File: src/rtl/booth_pkg.sv
// Constants and types shared between the Booth encoder side and the
// partial-product accumulator of the 16x16 signed multiplier.
package booth_pkg;

   localparam int MCAND_W = 16;
   localparam int PP_W    = MCAND_W + 1;
   localparam int N_ROWS  = 8;
   localparam int PROD_W  = 32;
   localparam int IDX_W   = $clog2(N_ROWS);

   typedef struct packed {
      logic [PP_W-1:0] data;
      logic            neg;
   } pp_row_t;

   typedef enum logic [1:0] {
      ST_IDLE  = 2'd0,
      ST_ACCUM = 2'd1,
      ST_DONE  = 2'd2
   } acc_state_e;

endpackage

File: src/rtl/booth_row_align.sv
// Turns one Booth partial-product row into its PROD_W-wide addend: sign
// extension, shift by row weight (4^idx) and the +1 complement bit.
module booth_row_align #(
   parameter int PP_W   = booth_pkg::PP_W,
   parameter int PROD_W = booth_pkg::PROD_W,
   parameter int IDX_W  = booth_pkg::IDX_W
) (
   input  logic [PP_W-1:0]   pp_data,
   input  logic              pp_neg,
   input  logic [IDX_W-1:0]  idx,
   output logic [PROD_W-1:0] addend
);

   logic [PROD_W-1:0] sext;
   logic [IDX_W:0]    shamt;

   always_comb begin
      sext   = {{(PROD_W-PP_W){pp_data[PP_W-1]}}, pp_data};
      shamt  = {idx, 1'b0};
      // The neg bit completes the two's complement of a one's-complemented row.
      addend = (sext << shamt) + (PROD_W'(pp_neg) << shamt);
   end

endmodule

File: src/rtl/booth_pp_accumulator.sv
// Accumulates the radix-4 Booth rows of one multiply into a signed product
// and hands it downstream over a valid/ready handshake.
module booth_pp_accumulator #(
   parameter int N_ROWS = booth_pkg::N_ROWS,
   parameter int PP_W   = booth_pkg::PP_W,
   parameter int PROD_W = booth_pkg::PROD_W
) (
   input  logic              clk,
   input  logic              rst,
   input  logic              pp_valid,
   output logic              pp_ready,
   input  logic [PP_W-1:0]   pp_data,
   input  logic              pp_neg,
   input  logic              pp_last,
   output logic              prod_valid,
   input  logic              prod_ready,
   output logic [PROD_W-1:0] prod_data,
   output logic              prod_err
);

   import booth_pkg::*;

   localparam int IW = $clog2(N_ROWS);
   localparam logic [IW-1:0] IDX_MAX = IW'(N_ROWS - 1);

   // Handshakes: a row moves on a clock edge where pp_valid && pp_ready, a
   // product moves where prod_valid && prod_ready. Both ready/valid outputs
   // come from flops only, never from the opposite side's inputs.

   acc_state_e        state_q, state_d;
   logic [IW-1:0]     idx_q, idx_d;
   logic [PROD_W-1:0] acc_q, acc_d;
   logic              err_q, err_d;
   logic              ready_q, ready_d;

   logic              pp_fire;
   logic [PROD_W-1:0] addend;
   logic [PROD_W-1:0] acc_base;

   booth_row_align #(
      .PP_W  (PP_W),
      .PROD_W(PROD_W),
      .IDX_W (IW)
   ) u_align (
      .pp_data(pp_data),
      .pp_neg (pp_neg),
      .idx    (idx_q),
      .addend (addend)
   );

   always_comb begin
      state_d  = state_q;
      idx_d    = idx_q;
      acc_d    = acc_q;
      err_d    = err_q;
      pp_fire  = pp_valid && ready_q;
      acc_base = (state_q == ST_IDLE) ? '0 : acc_q;

      case (state_q)
         ST_IDLE: begin
            if (pp_fire) begin
               acc_d = acc_base + addend;
               if (pp_last) begin
                  state_d = ST_DONE;
                  err_d   = 1'b1;
               end else begin
                  state_d = ST_ACCUM;
                  idx_d   = IW'(1);
               end
            end
         end
         ST_ACCUM: begin
            if (pp_fire) begin
               acc_d = acc_base + addend;
               idx_d = idx_q + IW'(1);
               if (idx_q == IDX_MAX) begin
                  state_d = ST_DONE;
                  err_d   = !pp_last;
               end else if (pp_last) begin
                  // Short multiply: deliver the partial sum, flagged.
                  state_d = ST_DONE;
                  err_d   = 1'b1;
               end
            end
         end
         ST_DONE: begin
            if (prod_ready) begin
               state_d = ST_IDLE;
               idx_d   = '0;
               acc_d   = '0;
               err_d   = 1'b0;
            end
         end
         default: begin
            state_d = ST_IDLE;
            idx_d   = '0;
            acc_d   = '0;
            err_d   = 1'b0;
         end
      endcase

      ready_d = (state_d != ST_DONE);
   end

   always_ff @(posedge clk) begin
      if (rst) begin
         state_q <= ST_IDLE;
         idx_q   <= '0;
         acc_q   <= '0;
         err_q   <= 1'b0;
         ready_q <= 1'b0;
      end else begin
         state_q <= state_d;
         idx_q   <= idx_d;
         acc_q   <= acc_d;
         err_q   <= err_d;
         ready_q <= ready_d;
      end
   end

   assign pp_ready   = ready_q;
   assign prod_valid = (state_q == ST_DONE);
   assign prod_data  = acc_q;
   assign prod_err   = err_q;

endmodule
File: config.mk
export PLATFORM = sky130hd
export DESIGN_NAME = booth_pp_accumulator
export DESIGN_NICKNAME = d
export VERILOG_FILES = /design/src/rtl/booth_pkg.sv /design/src/rtl/booth_row_align.sv /design/src/rtl/booth_pp_accumulator.sv
export SDC_FILE = /design/constraint.sdc
export NUM_CORES = 1
export LEC_CHECK = 0
export BUFFER_PORTS_ARGS = -buffer_cell sky130_fd_sc_hd__clkbuf_2
export CAP_MARGIN = 40
export CORE_MARGIN = 2
export CORE_UTILIZATION = 50
export DETAILED_ROUTE_END_ITERATION = 16
export GPL_TIMING_DRIVEN = 0
export PLACE_DENSITY = 0.74
export SYNTH_ARGS = -nofsm -noshare
export SYNTH_HDL_FRONTEND = slang
export SYNTH_SLANG_ARGS = --single-unit
File: constraint.sdc
create_clock -name clk -period 4.1 [get_ports clk]
set_clock_uncertainty 0.2 [all_clocks]
set_input_delay 0.205 -clock clk [delete_from_list [all_inputs] [get_ports clk]]
set_output_delay 0.205 -clock clk [all_outputs]
set_load 0.02 [all_outputs]
==> implementation parameters <==
Parameter                              Value

Setup path
  Critical path endpoint category    flop
  Top fanout value on the critical path    10
  Crit Path Category    reg2reg
  WP data required    4.15 ns
  Arrival time reported for the critical path endpoint    4.05 ns
  Startpoint types    flop

Pwr
  Peak ir drop on the vdd network    roughly 0.13 mV
  Clock network fraction of total power    between 20 and 30%
  Leak pwr    between 0.002 and 0.0025 uW
  Combinational group share of total power    a little over a third
  Sequential share of power    between 30% and 40%
  PwrDens    between 200 and 250 nW/um^2
  Switching power    between 400 and 500 uW
  Sw frac    between 30% and 40%
  Internal portion of total power    762 uW

Timing
  Relative slew margins    43.4%
  RSZ-0062 raised after global routing    true
  FMAX    0.250 GHz
  Final period utilization    slightly below 100%
  Hold violation count in the final report    0
  Max-slew violation total from the final report    0
  Tightest Pin Transition    between 0.8 and 0.9 ns
  Crit path time final    roughly 4 ns
  Smallest hold slack    0.0847 ns
  Setup violators final    0
  Final Worst Setup Slack    roughly 0.097 ns

Drt
  Iteration count of the initial detailed-routing pass    5
  Average wire length per cell after detail routing    17.2 microns
  Count of nets left with antenna violations after detail routing    0
  Aggregate routed wire length    roughly 13000 microns
  Detailed-route DRC error count    0
  Via Count    about 4700
  1st-iter DRT viols    roughly 360
  Number of vias per cell after detailed routing    roughly 6.1

Cells and area
  Final cell utilization of the core    59.2%
  Number of fill cells    838
  Inserted Diodes    0
  Layout cells sized above 1    a little under a fifth
  Reg area    around 780 sq um
  Most common library cell in the layout ignoring fill and taps    nand2_1
  Leading cell types in the layout, fill and taps excluded    68 x nand2_1, 64 x clkbuf_2, 54 x ha_1
  Multi-input logic area    ~3600 sq um
  Growth of design area from synthesis to finish    15.2%
  Final non-filler cell area    a little over 5000 sq um
  Post-layout instance count excluding filler cells    approximately 760
  Net count of the finished layout    739

Synthesis
  Total number of yosys warnings    0
  Number of synthesized register bits    39
  Net count after synthesis    about 680
  Flip-flop cell with the highest count after synthesis    dfxtp_1
  Number of instances in the synthesized netlist    589
  Distinct cells, synth    62
  Async set-or-reset flop fraction in the synthesized netlist    0%
  Avg Inst Size Synth    ~7.6 sq um
  Most area-consuming cells after synthesis    dfxtp_1 18%, ha_1 15%, nand2_1 5.7%
  Number of enable-type register cells in the synthesized netlist    0
  Post-synthesis sequential area ratio    17.5%
  Area of the mapped netlist    4460 sq um
  Most area-hungry cell type in the Yosys netlist    dfxtp_1
  Yosys top cell area share    around 18%

Placement
  Number of placed instances, taps included    between 700 and 800
  Worst-case setup slack after placement    -0.463 ns
  Placed wire-length estimate after detailed placement    10200 microns
  Port buffer count    57
  Placed Instance Area    approximately 4900 sq um
  RD Place Congestion    1.02

Clock tree
  TritonCTS clock tree    yes
  Buffer levels on the longest clock path    2
  Insertion delay to the later sink of the worst-skew pair    roughly 0.30 ns
  CTS sink count    39
  # hold bufs at CTS    0
  Total CTS buffers    5
  Clock-pin slew on the worst setup and hold paths    approximately 0.090 ns
  H-Tree Level Count    2
  Clock tree root driver cell    clkbuf_8

Global route
  Initial antenna violation count    0
  Overall overflow remaining after global route    0
  Via count of the first global-routing pass    around 4400
  Global-route usage over all layers    approximately 27%
  Pin count of the biggest net entering global routing    15
  Global-route wire length before repair    21200 microns

Floorplan
  Die ar.    9680 sq um
  Height of the die    between 90 and 100 microns
  Width of the die    about 98 microns
  Row count    34
  Initial Util    approximately half
  IO Count    58
  Floorplan core area    8680 sq um

Run
  Max-capacitance violation count    0

Status
  Result of the run    completed

Worst hold path
  Hold crit path type    in2reg
## final cells by class
class	count	share of cell area, %
Clock inverter	2	0.682
Inverter	18	1.32
Buffer	30	3.36
Timing Repair Buffer	59	5.80
Tap cell	108	2.63
Sequential cell	39	15.3
Clock buffer	6	1.61
Multi-Input combinational cell	499	69.3
## worst paths after layout
| kind | start | to | slack (ns) | cells past startpoint |
|---|---|---|---|---|
| min | prod_ready | state_q[1] | 0.08 | 4 |
| max | idx_q[0] | prod_data[21] | 0.1 | 15 |
| max reg2reg | idx_q[0] | prod_data[21] | 0.1 | 15 |
| min reg2reg | prod_data[20] | prod_data[20] | 0.27 | 2 |
## per-stage QoR
stage | total power, uW | TNS (ns)
floorplan | 721 | 0
global placement | 825 | -4.53
detailed placement | 834 | -5.41
CTS | 1190 | 0
global route | 1270 | -0.0129
finish | 1200 | 0
## synthesized netlist by cell type, types with 5 or more instances
cell and instances:
xnor2_1 17, mux2_2 5, clkbuf_1 23, nand3_1 18, o21ai_0 45, nand2_1 68
nand2b_1 5, a22oi_1 9, and3_1 6, inv_1 18, o31ai_1 5, nor3_1 17
dfxtp_1 39, xor2_1 8, o22ai_1 7, a21oi_1 49, nor2b_1 32, mux2i_1 17
o21bai_1 5, o211ai_1 5, o21a_1 5, fa_1 9, nor2_1 50, ha_1 55
## kinds of logic after synthesis
| logic type | Yosys count | synth area share [%] |
|---|---|---|
| simple gates | 213 | 22.6 |
| compound gates | 175 | 25.4 |
| fa+ha+maj | 64 | 19.5 |
| buf+inv | 51 | 5.05 |
| flops | 39 | 17.5 |
| xor+xnor | 25 | 4.91 |
| mux | 22 | 5.08 |
## layer usage
metal	GRT usage, %	vias up	routed length [microns]
met2	43.0	211	5830
met1	36.5	2147	5770
met3	3.65	50	1020
li1	-	2255	-
met4	10.5	0	461
met5	0	-	0
## state kept, by name (all words and copies together), names as in the netlist
signal     cells
prod_data     32
pp_ready       1
idx_q          3
state_q        2
prod_err       1
## worst max-delay path, stage by stage, from the launching register on
cell and delay [ns]:
dfxtp_1 0.32, buf_4 0.18, buf_6 0.16, nand2b_1 0.21
or3_1 0.37, fa_1 0.40, inv_1 0.06, ha_1 0.21
fa_1 0.24, a21oi_2 0.11, o21ai_1 0.18, a41oi_2 0.23
a211oi_2 0.40, nor2_1 0.15, or4_1 0.42, nand3_1 0.09
## power by group through the flow
| stage | Clock, uW | Sequential [uW] | Combinational [uW] |
|---|---|---|---|
| floorplan | 0 | 453 | 268 |
| global placement | 0 | 427 | 398 |
| detailed placement | 0 | 429 | 405 |
| CTS | 362 | 422 | 409 |
| global route | 373 | 426 | 470 |
| finish | 351 | 422 | 429 |
## repair_timing
item	CTS	global route
gates resized for setup	12	37
setup buffers	0	1
setup endpoints to repair	20	17
pin swaps	1	4
hold endpoints to repair	0	0
Power figures use the tool's default switching activity.
